`config.mk`:
```
export PLATFORM = sky130hd
export DESIGN_NAME = edge_impl_ch
export DESIGN_NICKNAME = d
export VERILOG_FILES = /design/src/rtl/edge_chk_pkg.sv /design/src/rtl/edge_impl_ch.sv
export SDC_FILE = /design/constraint.sdc
export NUM_CORES = 1
export LEC_CHECK = 0
export BUFFER_PORTS_ARGS = -buffer_cell sky130_fd_sc_hd__buf_4
export CAP_MARGIN = 20
export CORE_AREA = 10 10 65 67
export DETAILED_ROUTE_END_ITERATION = 12
export DIE_AREA = 0 0 75 77
export PLACE_DENSITY_LB_ADDON = 0.15
export REMOVE_ABC_BUFFERS = 1
export SETUP_SLACK_MARGIN = 0.1
export SLEW_MARGIN = 0
export SYNTH_ARGS = -nofsm -noshare
export SYNTH_HDL_FRONTEND = slang
export SYNTH_SLANG_ARGS = --single-unit
```
`constraint.sdc`:
```
create_clock -name clk -period 3.7 [get_ports clk]
set_clock_uncertainty 0.1 [all_clocks]
set_input_delay 0.185 -clock clk [delete_from_list [all_inputs] [get_ports clk]]
set_output_delay 0.185 -clock clk [all_outputs]
set_load 0.02 [all_outputs]
```
`src/rtl/edge_chk_pkg.sv`:
```
// Shared types and the edge-match helper for the edge implication checker.
package edge_chk_pkg;

  typedef enum logic [1:0] {
    ROSE   = 2'd0,
    FELL   = 2'd1,
    ANY    = 2'd2,
    STABLE = 2'd3
  } edge_mode_e;

  typedef enum logic {
    ST_IDLE  = 1'b0,
    ST_ARMED = 1'b1
  } chk_state_e;

  // True when the transition prev -> cur satisfies the requested edge mode.
  function automatic logic edge_match(input edge_mode_e mode, input logic cur, input logic prev);
    logic m;
    m = 1'b0;
    case (mode)
      ROSE:    m = cur & ~prev;
      FELL:    m = ~cur & prev;
      ANY:     m = cur ^ prev;
      STABLE:  m = ~(cur ^ prev);
      default: m = 1'b0;
    endcase
    return m;
  endfunction

endpackage

```
`src/rtl/edge_impl_ch.sv`:
```
// One checker channel: antecedent -> edge-on-monitor within a window,
// with registered verdict pulses, saturating counters and a sticky fail flag.
module edge_impl_ch
  import edge_chk_pkg::*;
#(
  parameter int WINDOW_MAX = 7,
  parameter int WIN_W      = 3,
  parameter int CNT_W      = 8
) (
  input  logic             clk,
  input  logic             rst_n,
  input  logic             en_i,
  input  logic             ante_i,
  input  logic             mon_i,
  input  logic [1:0]       mode_i,
  input  logic [WIN_W-1:0] win_i,
  input  logic             clr_i,
  output logic             pass_o,
  output logic             fail_o,
  output logic [CNT_W-1:0] pass_cnt_o,
  output logic [CNT_W-1:0] fail_cnt_o,
  output logic             fail_seen_o
);

  localparam logic [WIN_W-1:0] WIN_LIM = WIN_W'(WINDOW_MAX);

  chk_state_e       r_state;
  edge_mode_e       r_mode;
  logic [WIN_W-1:0] r_cnt;
  logic             r_mon_prev;
  logic             r_pass;
  logic             r_fail;
  logic             r_fail_seen;
  logic [CNT_W-1:0] r_pass_cnt;
  logic [CNT_W-1:0] r_fail_cnt;

  chk_state_e       w_state_nxt;
  edge_mode_e       w_mode_nxt;
  logic [WIN_W-1:0] w_cnt_nxt;
  logic [WIN_W-1:0] w_win_clamp;
  logic             w_match_idle;
  logic             w_match_armed;
  logic             w_pass;
  logic             w_fail;

  assign w_win_clamp   = (win_i > WIN_LIM) ? WIN_LIM : win_i;
  // Idle evaluates the live mode; an armed check uses the mode captured at arming.
  assign w_match_idle  = edge_match(edge_mode_e'(mode_i), mon_i, r_mon_prev);
  assign w_match_armed = edge_match(r_mode, mon_i, r_mon_prev);

  // Next-state and verdict decision for the current edge.
  always_comb begin
    w_state_nxt = r_state;
    w_mode_nxt  = r_mode;
    w_cnt_nxt   = r_cnt;
    w_pass      = 1'b0;
    w_fail      = 1'b0;
    case (r_state)
      ST_IDLE: begin
        if (en_i && ante_i) begin
          if (w_match_idle) begin
            w_pass = 1'b1;
          end else if (w_win_clamp == '0) begin
            w_fail = 1'b1;
          end else begin
            w_state_nxt = ST_ARMED;
            w_cnt_nxt   = w_win_clamp;
            w_mode_nxt  = edge_mode_e'(mode_i);
          end
        end
      end
      ST_ARMED: begin
        // Disable aborts silently; antecedents are ignored while armed.
        if (!en_i) begin
          w_state_nxt = ST_IDLE;
        end else if (w_match_armed) begin
          w_pass      = 1'b1;
          w_state_nxt = ST_IDLE;
        end else if (r_cnt == WIN_W'(1)) begin
          w_fail      = 1'b1;
          w_cnt_nxt   = '0;
          w_state_nxt = ST_IDLE;
        end else begin
          w_cnt_nxt = r_cnt - WIN_W'(1);
        end
      end
      default: w_state_nxt = ST_IDLE;
    endcase
  end

  // FSM state, captured mode/window counter, previous monitor sample and pulses.
  always_ff @(posedge clk or negedge rst_n) begin
    if (!rst_n) begin
      r_state    <= ST_IDLE;
      r_mode     <= ROSE;
      r_cnt      <= '0;
      r_mon_prev <= 1'b0;
      r_pass     <= 1'b0;
      r_fail     <= 1'b0;
    end else begin
      r_state    <= w_state_nxt;
      r_mode     <= w_mode_nxt;
      r_cnt      <= w_cnt_nxt;
      r_mon_prev <= mon_i;
      r_pass     <= w_pass;
      r_fail     <= w_fail;
    end
  end

  // Saturating counters and sticky flag; clear wins over a same-edge verdict.
  always_ff @(posedge clk or negedge rst_n) begin
    if (!rst_n) begin
      r_pass_cnt  <= '0;
      r_fail_cnt  <= '0;
      r_fail_seen <= 1'b0;
    end else if (clr_i) begin
      r_pass_cnt  <= '0;
      r_fail_cnt  <= '0;
      r_fail_seen <= 1'b0;
    end else begin
      if (w_pass && (r_pass_cnt != '1)) r_pass_cnt <= r_pass_cnt + CNT_W'(1);
      if (w_fail && (r_fail_cnt != '1)) r_fail_cnt <= r_fail_cnt + CNT_W'(1);
      if (w_fail) r_fail_seen <= 1'b1;
    end
  end

  assign pass_o      = r_pass;
  assign fail_o      = r_fail;
  assign pass_cnt_o  = r_pass_cnt;
  assign fail_cnt_o  = r_fail_cnt;
  assign fail_seen_o = r_fail_seen;

endmodule

```
; ---- Word-level counts from Yosys, hierarchy flattened
; Cells that the tools add are included.
[op_classes]
eq_ne = 14
n_addsub = 3
reduce_logical = 11
magnitude_cmp = 1
bitwise_logic = 9
muxes = 35
[op_table]
columns = operator, n
row1 = $mux 8, 4
row2 = $mux 3, 7
row3 = $mux 1, 18
row4 = $add 8x1->8 const B, 2
row5 = $ne 8x8->1 const B, 2
row6 = $ne 2x2->1 const B, 5
row7 = $eq 2x2->1 const B, 4
row8 = $pmux 1 s4, 2
row9 = $not 1->1, 6
row10 = $pmux 1 s2, 3
row11 = $pmux 3 s2, 1
row12 = $reduce_bool 2->1, 3
row13 = $reduce_and 5->1, 1
row14 = $eq 2x1->1 const B, 2
row15 = $logic_not 2->1, 2
row16 = $reduce_and 4->1, 1
row17 = $eq 3x1->1 const B, 1
row18 = $gt 3x3->1 const B, 1
row19 = $logic_and 1x1->1, 3
row20 = $logic_not 3->1, 1
row21 = $sub 3x1->3 const B, 1
row22 = $and 1x1->1, 2
row23 = $xor 1x1->1, 1
[totals]
reg_bits = 26
out_inout_bits = 19

; ---- Longest topological paths before layout
; Gate-level depths: netlist of run 1.
[logic_depth]
word_depth = 10
ltp_mapped = 9
ltp_nobuf = 8

; ---- Worst setup path after synthesis of run 1
; No wires, ideal clock.
[synth_path]
path_kind = reg-to-reg
startpoint = register r_mon_prev
endpoint = register r_cnt[2]
arrival_time_ns = 1.757
path_slack_ns = 1.717
setup_time_ns = 0.126
path_stages_with_launch = 8
period_less_slack_ns = 1.983
path_cell_list = dfrtp_1 ha_1 nand2_1 nand3_1 a21o_1 and2_4 buf_6 a221o_1
[synth_between]
elab_chain_cells = 5
[synth_lines]
columns = item, line_no
row1 = "start, declared", edge_impl_ch.sv:30  ; logic r_mon_prev;
row2 = "start signal, assigned", edge_impl_ch.sv:104  ; r_mon_prev <= mon_i;
row3 = $xor 1x1->1 / $not 1->1 (equally long branches), "edge_chk_pkg.sv:23, edge_chk_pkg.sv:24, edge_chk_pkg.sv:21"
row4 = $not 1->1 / $and 1x1->1 (equally long branches), "edge_chk_pkg.sv:24, edge_chk_pkg.sv:21"
row5 = $pmux 1 s4, edge_chk_pkg.sv:20  ; case (mode)
row6 = $ne 2x2->1 (no line), -
row7 = $reduce_and 5->1 (no line) (*), -
row8 = "end signal, assigned", edge_impl_ch.sv:103  ; r_cnt <= w_cnt_nxt;
row9 = "end, declared", edge_impl_ch.sv:29  ; logic [WIN_W-1:0] r_cnt;
; Every way passes the cells marked *; elsewhere a longest branch is shown, timed or not.
; A chain may end at the register's enable or synchronous reset.

; ---- Worst setup path after layout of run 1
[layout_path]
startpoint = input port mon_i
endpoint = register r_fail_cnt[6], in the netlist fail_cnt_o[6]
[layout_between]
elab_chain_cells = 8
[layout_lines]
columns = item, line_no
row1 = "start, declared", edge_impl_ch.sv:14  ; input logic mon_i,
row2 = $xor 1x1->1 / $not 1->1 (equally long branches), "edge_chk_pkg.sv:23, edge_chk_pkg.sv:24, edge_chk_pkg.sv:22"
row3 = $not 1->1 / $and 1x1->1 (equally long branches), "edge_chk_pkg.sv:24, edge_chk_pkg.sv:22"
row4 = $pmux 1 s4, edge_chk_pkg.sv:20
row5 = "$mux 1, on equally long branches", "edge_impl_ch.sv:76, edge_impl_ch.sv:61"
row6 = "$mux 1, on equally long branches", "edge_impl_ch.sv:74, edge_impl_ch.sv:60"
row7 = $pmux 1 s2 (*), edge_impl_ch.sv:58  ; case (r_state)
row8 = $logic_and 1x1->1 (*), edge_impl_ch.sv:122  ; if (w_fail && (r_fail_cnt != '1)) r_fail_cnt <= r_fail_cnt + CNT_W'(1);
row9 = $reduce_bool 2->1 (no line) (*), -
row10 = "end signal, assigned", edge_impl_ch.sv:122
row11 = "end, declared", edge_impl_ch.sv:35  ; logic [CNT_W-1:0] r_fail_cnt;
; Marked as above.

==> results of run 1 <==
-- cells in the mapped netlist, drive strengths merged, types with 2 or more instances --
cell type  count
a21o           2
a21oi         10
and2           2
and3           2
and3b          2
dfrtp         26
ha             6
inv            7
mux2           2
mux2i          5
nand2          9
nand2b         3
nand3          6
nand4          3
nor2          14
nor2b          5
nor3           4
o21a           2
o21ai          7
o21ba          2
or2            2
or3            5
xnor2          5
xor2           2
-- cell type report --
cell class / instances / area, µm² / share of cell area, %
Multi-Input combinational cell: 108 / 739 / 43.0
Sequential cell: 26 / 651 / 37.9
Timing Repair Buffer: 31 / 238 / 13.8
Tap cell: 33 / 41.3 / 2.40
Inverter: 7 / 26.3 / 1.53
Clock buffer: 3 / 22.5 / 1.31
-- worst paths after layout --
| path | startpoint | slack (ns) | end | depth (start not counted) |
|---|---|---|---|---|
| max reg2reg | r_mon_prev$_DFF_PN0_ | 1.60 | fail_cnt_o[6]$_DFFE_PN0P_ | 7 |
| max in group asynchronous | rst_n | 3.06 | fail_cnt_o[5]$_DFFE_PN0P_ | 2 |
| min reg2reg | fail_seen_o$_DFFE_PN0P_ | 0.44 | fail_seen_o$_DFFE_PN0P_ | 2 |
| max | mon_i | 1.44 | fail_cnt_o[6]$_DFFE_PN0P_ | 10 |
| min | mode_i[1] | 0.03 | r_mode[1]$_DFFE_PN0P_ | 2 |
| min in group asynchronous | rst_n | 0.20 | pass_o$_DFF_PN0_ | 2 |
-- cells by family (layout without fill, tap and decap cells) --
kind of cell | after synthesis | in the layout | synth area share (%)
buffers and inverters | 9 | 41 | 2.88
and+or+nand+nor | 59 | 59 | 21.8
muxes | 7 | 7 | 5.07
DFF | 26 | 26 | 45.5
adders and majority gates | 6 | 6 | 5.24
xor gates and xnor gates | 7 | 7 | 4.28
AOI/OAI and AO/OA | 29 | 29 | 15.3
-- worst reg2reg max path: stages (launching register included) --
cell	delay, ns
dfrtp_1	0.40
ha_1	0.30
xor2_1	0.17
mux2i_1	0.24
and3b_2	0.28
o211ai_2	0.27
nor3_1	0.07
o21ba_1	0.18
-- power groups by stage --
| stage | combinational [mW] | clock (mW) | sequential [mW] |
|---|---|---|---|
| 4_1_cts | 0.143 | 0.120 | 0.333 |
| 2_1_floorplan | 0.0928 | 0 | 0.340 |
| 3_5_place_dp | 0.140 | 0 | 0.339 |
| 5_1_grt | 0.161 | 0.130 | 0.339 |
| 3_3_place_gp | 0.135 | 0 | 0.338 |
| 6_report | 0.141 | 0.113 | 0.334 |
-- metal layers --
metal,up-vias,wire length [µm],track usage [%]
met5,-,0,0
met4,0,40,4.36
met3,4,243,3.47
met2,26,1340,16.1
met1,532,1310,13.0
li1,567,-,-
-- timing repair --
action	in CTS	in global routing
endpoints found under the hold margin	27	0
hold buffers	2	0
setup endpoints to repair	0	0
-- state kept, by name, indices dropped and copies added, names as in the netlist --
signal	cells
fail_cnt_o	8
fail_o	1
fail_seen_o	1
pass_cnt_o	8
pass_o	1
r_cnt	3
r_mode	2
r_mon_prev	1
r_state	1
==> impl_metrics.csv, run 1 <==
group,metric,value,unit
status,status,"finished clean",
pwr,seqPwrFrac,56.7,%
synthesis,netlist_instances,143,
setup_path,critical_path.top_delay_family,"buffers and inverters",
clock_network,cts_buffers,3,
pwr,p_int,417,µW
grt,grt-ovfl-total,0,
clock_network,post_cts_buffers,0,
die,fp-row-count,20,
die,coreArea,2980,µm²
clock_network,clk_path_buf_depth,2,
timing,worst_pin_slew,0.455,ns
cells_and_area,layout_commonest_cell,"buf_4",
synthesis,synth.distinct_cells,39,
setup_path,end_kind,"register",
clock_network,ctsResizeCount,0,
synthesis,synthArstFlopShare,100,%
setup_path,start_kind,"input pin",
flow_run,drv_cap,0,
die,die_y,77,µm
pwr,power.density,342,nW/µm²
cells_and_area,layout_common_cells,"buf_4 (29), dfrtp_1 (26), nor2_1 (14)",
cells_and_area,area_growth,20.0,%
timing,slew_headroom,69.7,%
cells_and_area,stdcell_count,208,
clock_network,cts_tree,"done",
synthesis,dominantRegCellSynth,"dfrtp_1",
clock_network,cts.sinks,26,
placed_design,dp_cells,203,
die,die_w,75,µm
timing,finalSetupTns,0,ns
detailed_routing,drt_first_iter_violations,44,
die,start_util,48.1,%
synthesis,yosysSeqAreaShare,45.5,%
pwr,vdd.ir_drop.worst,0.173,mV
grt,grt.total_usage,10.5,%
grt,grt_max_degree,27,
setup_path,required,3.81,ns
detailed_routing,viasPerCell,5.43,
cells_and_area,diodes,0,
detailed_routing,wire_per_inst,14.1,µm
placed_design,io_buffers,29,
timing,final_hold_viol_count,0,
setup_path,critPathKind,"in -> reg",
setup_path,max_stage_delay,0.52,ns
timing,layout_setup_ws,1.44,ns
pwr,p_sw,171,µW
timing,maxSlewViolCount,0,
hold_path,min_path_type,"in -> reg",
setup_path,path_max_fanout,5,
timing,fin_crit,2.26,ns
grt,grt_pass1_vias,1129,
synthesis,yosysWarningCount,0,
pwr,clkPwrFrac,19.2,%
detailed_routing,route.vias.total,1129,
detailed_routing,dr.pass1.iters,5,
placed_design,place.gp.congestion,0.810,
detailed_routing,ant_nets,0,
grt,antenna_found_initial,0,
timing,fin_crit_sh,61.0,%
pwr,total_power,588,µW
synthesis,ys_ff_latch,26,
clock_network,htreeDepth,1,
cells_and_area,final_nets,194,
synthesis,synth_edf_count,0,
cells_and_area,utilization,57.7,%
die,io_pins,30,
clock_network,clkSlewWorstSetupHoldPaths,0.12,ns
placed_design,dpl_worst_slack,1.61,ns
setup_path,slowest_stage,"dlygate4sd3_1",
cells_and_area,fillers,272,
synthesis,synth.cell_area,1430,µm²
clock_network,clock_latency,0.31,ns
grt,grt_pass1_wl,5020,µm
timing,setup_violations,0,
pwr,p_leak,0.831,nW
pwr,p_comb_share,24.0,%
setup_path,path_buf_inv,3,
detailed_routing,drt_wl_total,2930,µm
timing,max_freq,0.443,GHz
die,die_area,5780,µm²
cells_and_area,drive_gt1_share,23.4,%
setup_path,crit_arrival,2.37,ns
synthesis,yosysTopAreaCell,"dfrtp_1",
timing,rsz0062_at_grt,"no",
setup_path,path_cells,"dlygate4sd3_1 > buf_4 > inv_1 > ha_1 > xor2_1 > mux2i_1 > and3b_2 > o211ai_2 > nor3_1 > o21ba_1",
pwr,swShare,29.1,%
timing,fin_hold_ws,0.0299,ns
placed_design,postPlaceCellArea,1680,µm²
detailed_routing,remaining_drc_errors,0,
synthesis,synth_top_area_share,45.5,%
synthesis,synth.area.top_cells,"dfrtp_1 (45%), ha_1 (5.2%), nor2_1 (3.7%)",
clock_network,cts-root-buf,"clkbuf_4",
synthesis,synth_area_per_cell,10.0,µm²
cells_and_area,final_cell_area,1720,µm²
placed_design,hpwl,2230,µm
Note: power is estimated with default switching activity, not from simulation.
==> run 2, diff against run 1 <==
==> constraint.sdc (replaced) <==
create_clock -name clk -period 2.1 [get_ports clk]
set_clock_uncertainty 0.1 [all_clocks]
set_input_delay 0.105 -clock clk [delete_from_list [all_inputs] [get_ports clk]]
set_output_delay 0.105 -clock clk [all_outputs]
set_load 0.02 [all_outputs]
==> run 2 against run 1 <==
Against the previous run: wire length up 13%; critical path type is now reg -> reg; non-clock buffer count up 6; worst setup slack worse by 1.4 ns; combinational power rose by 110%; global-route usage grew 0.47 points; core utilization grew 5.2 points; total power increased by 94%; flip-flop and latch count did not move; die area is the same; critical path depth fell by 2; final cell count up 3.8%; register-to-register slack got worse by 1.6 ns.
==> impl_metrics.csv, run 2 (same netlist as run 1, synthesis figures left out) <==
group,metric,value,unit
status,status,"finished clean",
die,die_y,77,µm
setup_path,worstReg2RegEnd,"fail_cnt_o[3]$_DFFE_PN0P_",
pwr,vdd.ir_drop.worst,0.351,mV
grt,grt.total_usage,11.0,%
grt,grt_max_degree,27,
cells_and_area,diodes,0,
grt,met1_usage,13.2,%
cells_and_area,area_growth,30.8,%
die,fp-row-count,20,
timing,max_freq,0.479,GHz
pwr,p_leak,0.868,nW
die,coreArea,2980,µm²
grt,grt_pass1_wl,5220,µm
die,io_pins,30,
grt,top_usage_layer,"met2",
detailed_routing,drt_first_iter_violations,42,
clock_network,cts_buffers,3,
die,die_area,5780,µm²
pwr,power.density,610,nW/µm²
hold_path,min_path_cells,5,
cells_and_area,fillers,257,
placed_design,place.gp.congestion,0.790,
setup_path,required,2.26,ns
cells_and_area,drive_gt1_share,31.1,%
setup_path,crit_arrival,2.25,ns
timing,slew_headroom,77.4,%
grt,antenna_found_initial,0,
setup_path,critPathKind,"reg -> reg",
clock_network,clk_path_buf_depth,2,
timing,worst_pin_slew,0.338,ns
clock_network,clock_latency,0.32,ns
detailed_routing,route.vias.total,1165,
grt,grt_pass1_vias,1132,
clock_network,htreeDepth,1,
timing,rsz0062_at_grt,"yes",
detailed_routing,drt_wl_total,3320,µm
pwr,total_power,1.14,mW
hold_path,min_to,"r_cnt[1]$_DFFE_PN0P_",
grt,grt-ovfl-total,0,
cells_and_area,layout_common_cells,"buf_4 (32), dfrtp_1 (26), nor2_1 (13)",
timing,maxSlewViolCount,0,
clock_network,clkSlewWorstSetupHoldPaths,0.14,ns
placed_design,hpwl,2230,µm
setup_path,start_kind,"register",
cells_and_area,seqCellArea,651,µm²
die,die_w,75,µm
hold_path,holdCritStartpoint,"win_i[1]",
cells_and_area,multi_input_area,827,µm²
cells_and_area,final_nets,201,
die,start_util,48.1,%
timing,fin_crit_sh,99.3,%
setup_path,r2r_start,"r_mon_prev$_DFF_PN0_",
detailed_routing,dr.pass1.iters,4,
detailed_routing,remaining_drc_errors,0,
clock_network,cts_tree,"done",
clock_network,cts.sinks,26,
grt,met2_usage,17.9,%
hold_path,min_path_type,"in -> reg",
detailed_routing,wire_per_inst,15.4,µm
cells_and_area,final_cell_area,1870,µm²
cells_and_area,layout_commonest_cell,"buf_4",
setup_path,rr_worst_depth,8,
timing,setup_violations,0,
timing,final_hold_viol_count,0,
detailed_routing,ant_nets,0,
grt,use_met3,3.22,%
placed_design,postPlaceCellArea,1680,µm²
setup_path,end_kind,"register",
placed_design,io_buffers,29,
setup_path,path_max_fanout,8,
clock_network,cts-root-buf,"clkbuf_4",
timing,fin_crit,2.09,ns
flow_run,drv_cap,0,
setup_path,reg2reg_slack,0.01,ns
detailed_routing,viasPerCell,5.39,
run 2: timing repair:
item | CTS | global route
setup endpoints to repair | 16 | 19
endpoints found under the hold margin | 44 | 0
gates resized for setup | 5 | 8
pin swaps | 4 | 14
setup buffers | 1 | 1
gates cloned | 0 | 1
hold buffers | 5 | 0
run 2: routing by layer:
| metal | wire [µm] | vias up | share of wire, % |
|---|---|---|---|
| li1 | - | 590 | - |
| met1 | 1560 | 547 | 47 |
| met2 | 1500 | 24 | 45 |
| met3 | 215 | 4 | 6.5 |
| met4 | 43 | 0 | 1.3 |
| met5 | 0 | - | 0 |
run 2: report_power, final:
part	total, mW	internal, mW	switching (mW)
Clock	0.253	0.106	0.147
Combinational	0.299	0.144	0.155
Sequential	0.589	0.549	0.0403
Total	1.14	0.799	0.342
run 2: worst max-delay path: stages (launching register included):
cell	delay (ns)
dfrtp_1	0.41
inv_1	0.06
ha_2	0.16
or2_0	0.21
a21o_4	0.23
a21oi_4	0.23
o21ai_4	0.12
or3_1	0.37
a21oi_1	0.12
run 2: cell type report:
cell class,count,area share (%)
inverters,7,1.40
clock buffers,4,1.94
flip-flops and latches,26,34.8
multi-input cells,109,44.2
repair buffers,37,15.5
well taps,33,2.21
run 2: worst max-delay path by stage:
| stage | startpoint | end | slack (ns) | depth (start not counted) |
|---|---|---|---|---|
| after floorplan | r_mon_prev$_DFF_PN0_ | fail_cnt_o[1]$_DFFE_PN0P_ | 0.15 | 7 |
| after global placement | r_mon_prev$_DFF_PN0_ | fail_cnt_o[1]$_DFFE_PN0P_ | 0.03 | 7 |
| after detailed placement | r_mon_prev$_DFF_PN0_ | pass_cnt_o[6]$_DFFE_PN0P_ | 0.02 | 6 |
| after CTS | r_mon_prev$_DFF_PN0_ | fail_cnt_o[4]$_DFFE_PN0P_ | 0.03 | 7 |
| after global routing | r_mon_prev$_DFF_PN0_ | fail_cnt_o[3]$_DFFE_PN0P_ | -0.09 | 8 |
| final | r_mon_prev$_DFF_PN0_ | fail_cnt_o[3]$_DFFE_PN0P_ | 0.01 | 8 |
run 2: through the flow:
step | setup WS [ns] | setup TNS [ns] | utilization (%) | cells | hold slack (ns)
after detailed placement | 0.0204 | 0 | 56.5 | 204 | -0.0665
final | 0.0137 | 0 | 62.9 | 216 | 0.0500
after global routing | -0.0883 | -0.539 | 62.9 | 216 | 0.110
after CTS | 0.0259 | 0 | 60.6 | 214 | 0.0456
after floorplan | 0.148 | 0 | - | 141 | -0.291
after global placement | 0.0328 | 0 | 56.5 | 204 | -0.0654
==> run 3, diff against run 2 <==
--- a/config.mk
+++ b/config.mk
@@ -7,10 +7,10 @@
 export LEC_CHECK = 0
 export BUFFER_PORTS_ARGS = -buffer_cell sky130_fd_sc_hd__buf_4
 export CAP_MARGIN = 20
-export CORE_AREA = 10 10 65 67
+export CORE_AREA = 10 10 55 79
 export DETAILED_ROUTE_END_ITERATION = 12
-export DIE_AREA = 0 0 75 77
-export PLACE_DENSITY_LB_ADDON = 0.15
+export DIE_AREA = 0 0 65 89
+export PLACE_DENSITY_LB_ADDON = 0.25
 export REMOVE_ABC_BUFFERS = 1
 export SETUP_SLACK_MARGIN = 0.1
 export SLEW_MARGIN = 0
==> run 3 against run 2 <==
Against the previous run: sequential power about the same; first-iteration DRC count down 29%; critical path depth unchanged; hold slack worse by 0.030 ns; clock power up 8.7%; final cell count up 3.2%; clock-buffer cell count down 1; maximum frequency up 2.0%; die area up 0.17%; worst setup slack better by 0.042 ns; core utilization down 0.55 points.
==> impl_metrics.csv, run 3 (same netlist as run 1, synthesis figures left out) <==
group,metric,value,unit
placed_design,place.gp.congestion,0.806,
placed_design,dpl_worst_slack,-0.00610,ns
detailed_routing,ant_nets,0,
cells_and_area,layout_common_cells,"buf_4 (33), dfrtp_1 (26), nor2_1 (12)",
detailed_routing,remaining_drc_errors,0,
pwr,p_int,828,µW
hold_path,min_path_type,"in -> reg",
die,coreArea,3030,µm²
clock_network,clock_latency,0.26,ns
setup_path,start_kind,"register",
cells_and_area,stdcell_count,223,
clock_network,htreeDepth,1,
placed_design,postPlaceCellArea,1700,µm²
clock_network,cts-root-buf,"clkbuf_8",
timing,maxSlewViolCount,0,
grt,grt_max_degree,27,
grt,grt_pass1_wl,5710,µm
clock_network,cts.sinks,26,
pwr,vdd.ir_drop.worst,0.347,mV
grt,antenna_found_initial,0,
die,die_y,89,µm
timing,max_freq,0.489,GHz
timing,finalSetupTns,0,ns
detailed_routing,route.met2.wl,1870,µm
clock_network,clkSlewWorstSetupHoldPaths,0.08,ns
clock_network,cts_tree,"done",
detailed_routing,wire_per_inst,15.2,µm
setup_path,rr_worst_depth,8,
detailed_routing,drt_first_iter_violations,30,
placed_design,hpwl,2480,µm
clock_network,cts_buffers,3,
detailed_routing,dr.pass1.iters,4,
detailed_routing,wl_met3,144,µm
timing,setup_violations,0,
timing,layout_setup_ws,0.0553,ns
die,fp-row-count,25,
pwr,clkPwrFrac,23.5,%
timing,fin_crit,2.04,ns
timing,worst_pin_slew,0.355,ns
die,io_pins,30,
grt,grt_pass1_vias,1222,
setup_path,path_max_fanout,5,
die,die_area,5790,µm²
timing,fin_crit_sh,97.4,%
timing,rsz0062_at_grt,"yes",
pwr,total_power,1.17,mW
detailed_routing,route.vias.total,1192,
detailed_routing,highest_layer,"met4",
cells_and_area,final_nets,202,
setup_path,end_kind,"register",
die,die_w,65,µm
hold_path,min_path_cells,2,
grt,grt-ovfl-total,0,
placed_design,dp_cells,212,
status,status,"finished clean",
pwr,p_leak,0.875,nW
placed_design,io_buffers,29,
cells_and_area,layout_commonest_cell,"buf_4",
cells_and_area,final_cell_area,1890,µm²
setup_path,crit_arrival,2.14,ns
cells_and_area,area_growth,32.1,%
pwr,seqPwrFrac,50.3,%
detailed_routing,viasPerCell,5.35,
cells_and_area,drive_gt1_share,32.2,%
die,start_util,47.2,%
cells_and_area,fillers,272,
timing,final_hold_viol_count,0,
setup_path,critPathKind,"reg -> reg",
pwr,p_sw,342,µW
timing,slew_headroom,76.4,%
pwr,swShare,29.2,%
detailed_routing,drt_wl_total,3400,µm
pwr,power.density,619,nW/µm²
flow_run,drv_cap,0,
pwr,p_comb_share,26.2,%
cells_and_area,diodes,0,
detailed_routing,met1_length,1330,µm
grt,grt.total_usage,12.4,%
setup_path,required,2.19,ns
clock_network,clk_path_buf_depth,2,
[run 3: what timing repair did]
action | 4_1_cts | 5_1_grt
gates cloned | 0 | 1
endpoints found under the hold margin | 29 | 0
hold buffers | 4 | 0
setup endpoints to repair | 18 | 18
buffers inserted | 3 | 0
pin swaps | 13 | 11
gates resized for setup | 7 | 8
[run 3: stage by stage]
step	utilization, %	hold slack (ns)
finish	62.3	0.0205
global route	62.3	0.0329
CTS	61.0	0.0205
detailed placement	56.0	-0.0606
global placement	56.0	-0.0684
floorplan	-	-0.291
[run 3: final timing paths]
| kind | endpoint | startpoint | slack, ns |
|---|---|---|---|
| hold reg to reg | fail_seen_o$_DFFE_PN0P_ | fail_seen_o$_DFFE_PN0P_ | 0.42 |
| min in group asynchronous | pass_cnt_o[6]$_DFFE_PN0P_ | rst_n | 0.18 |
| hold / removal | pass_cnt_o[5]$_DFFE_PN0P_ | clr_i | 0.02 |
| setup reg to reg | fail_cnt_o[4]$_DFFE_PN0P_ | r_mon_prev$_DFF_PN0_ | 0.06 |
| setup / recovery | fail_cnt_o[4]$_DFFE_PN0P_ | r_mon_prev$_DFF_PN0_ | 0.06 |
| max in group asynchronous | fail_cnt_o[4]$_DFFE_PN0P_ | rst_n | 1.46 |
[run 3: worst max-delay path, stage by stage, from the launching register on]
cell and delay [ns]:
dfrtp_1 0.39, inv_1 0.06, ha_2 0.17, or2_0 0.19, a21o_2 0.26, a21oi_4 0.23
o211ai_4 0.12, or3_1 0.31, a21oi_1 0.13
[run 3: area by class of cell]
cell class	count	area (µm²)	share of cell area, %
Tap cell	40	50.0	2.65
Inverter	7	26.3	1.39
Multi-Input combinational cell	109	823	43.5
Sequential cell	26	651	34.4
Clock buffer	3	41.3	2.18
Timing Repair Buffer	38	299	15.8
[run 3: metal layers]
| metal | track usage [%] | vias to the layer above |
|---|---|---|
| met5 | 0 | - |
| met4 | 5.47 | 0 |
| met3 | 3.26 | 4 |
| met2 | 23.1 | 20 |
| met1 | 12.6 | 581 |
| li1 | - | 587 |
[run 3: power groups by stage]
stage | Clock, mW | Sequential [mW] | Combinational (mW)
after global routing | 0.306 | 0.595 | 0.342
after global placement | 0 | 0.596 | 0.251
final | 0.275 | 0.589 | 0.306
after CTS | 0.285 | 0.588 | 0.297
after floorplan | 0 | 0.599 | 0.163
after detailed placement | 0 | 0.598 | 0.267
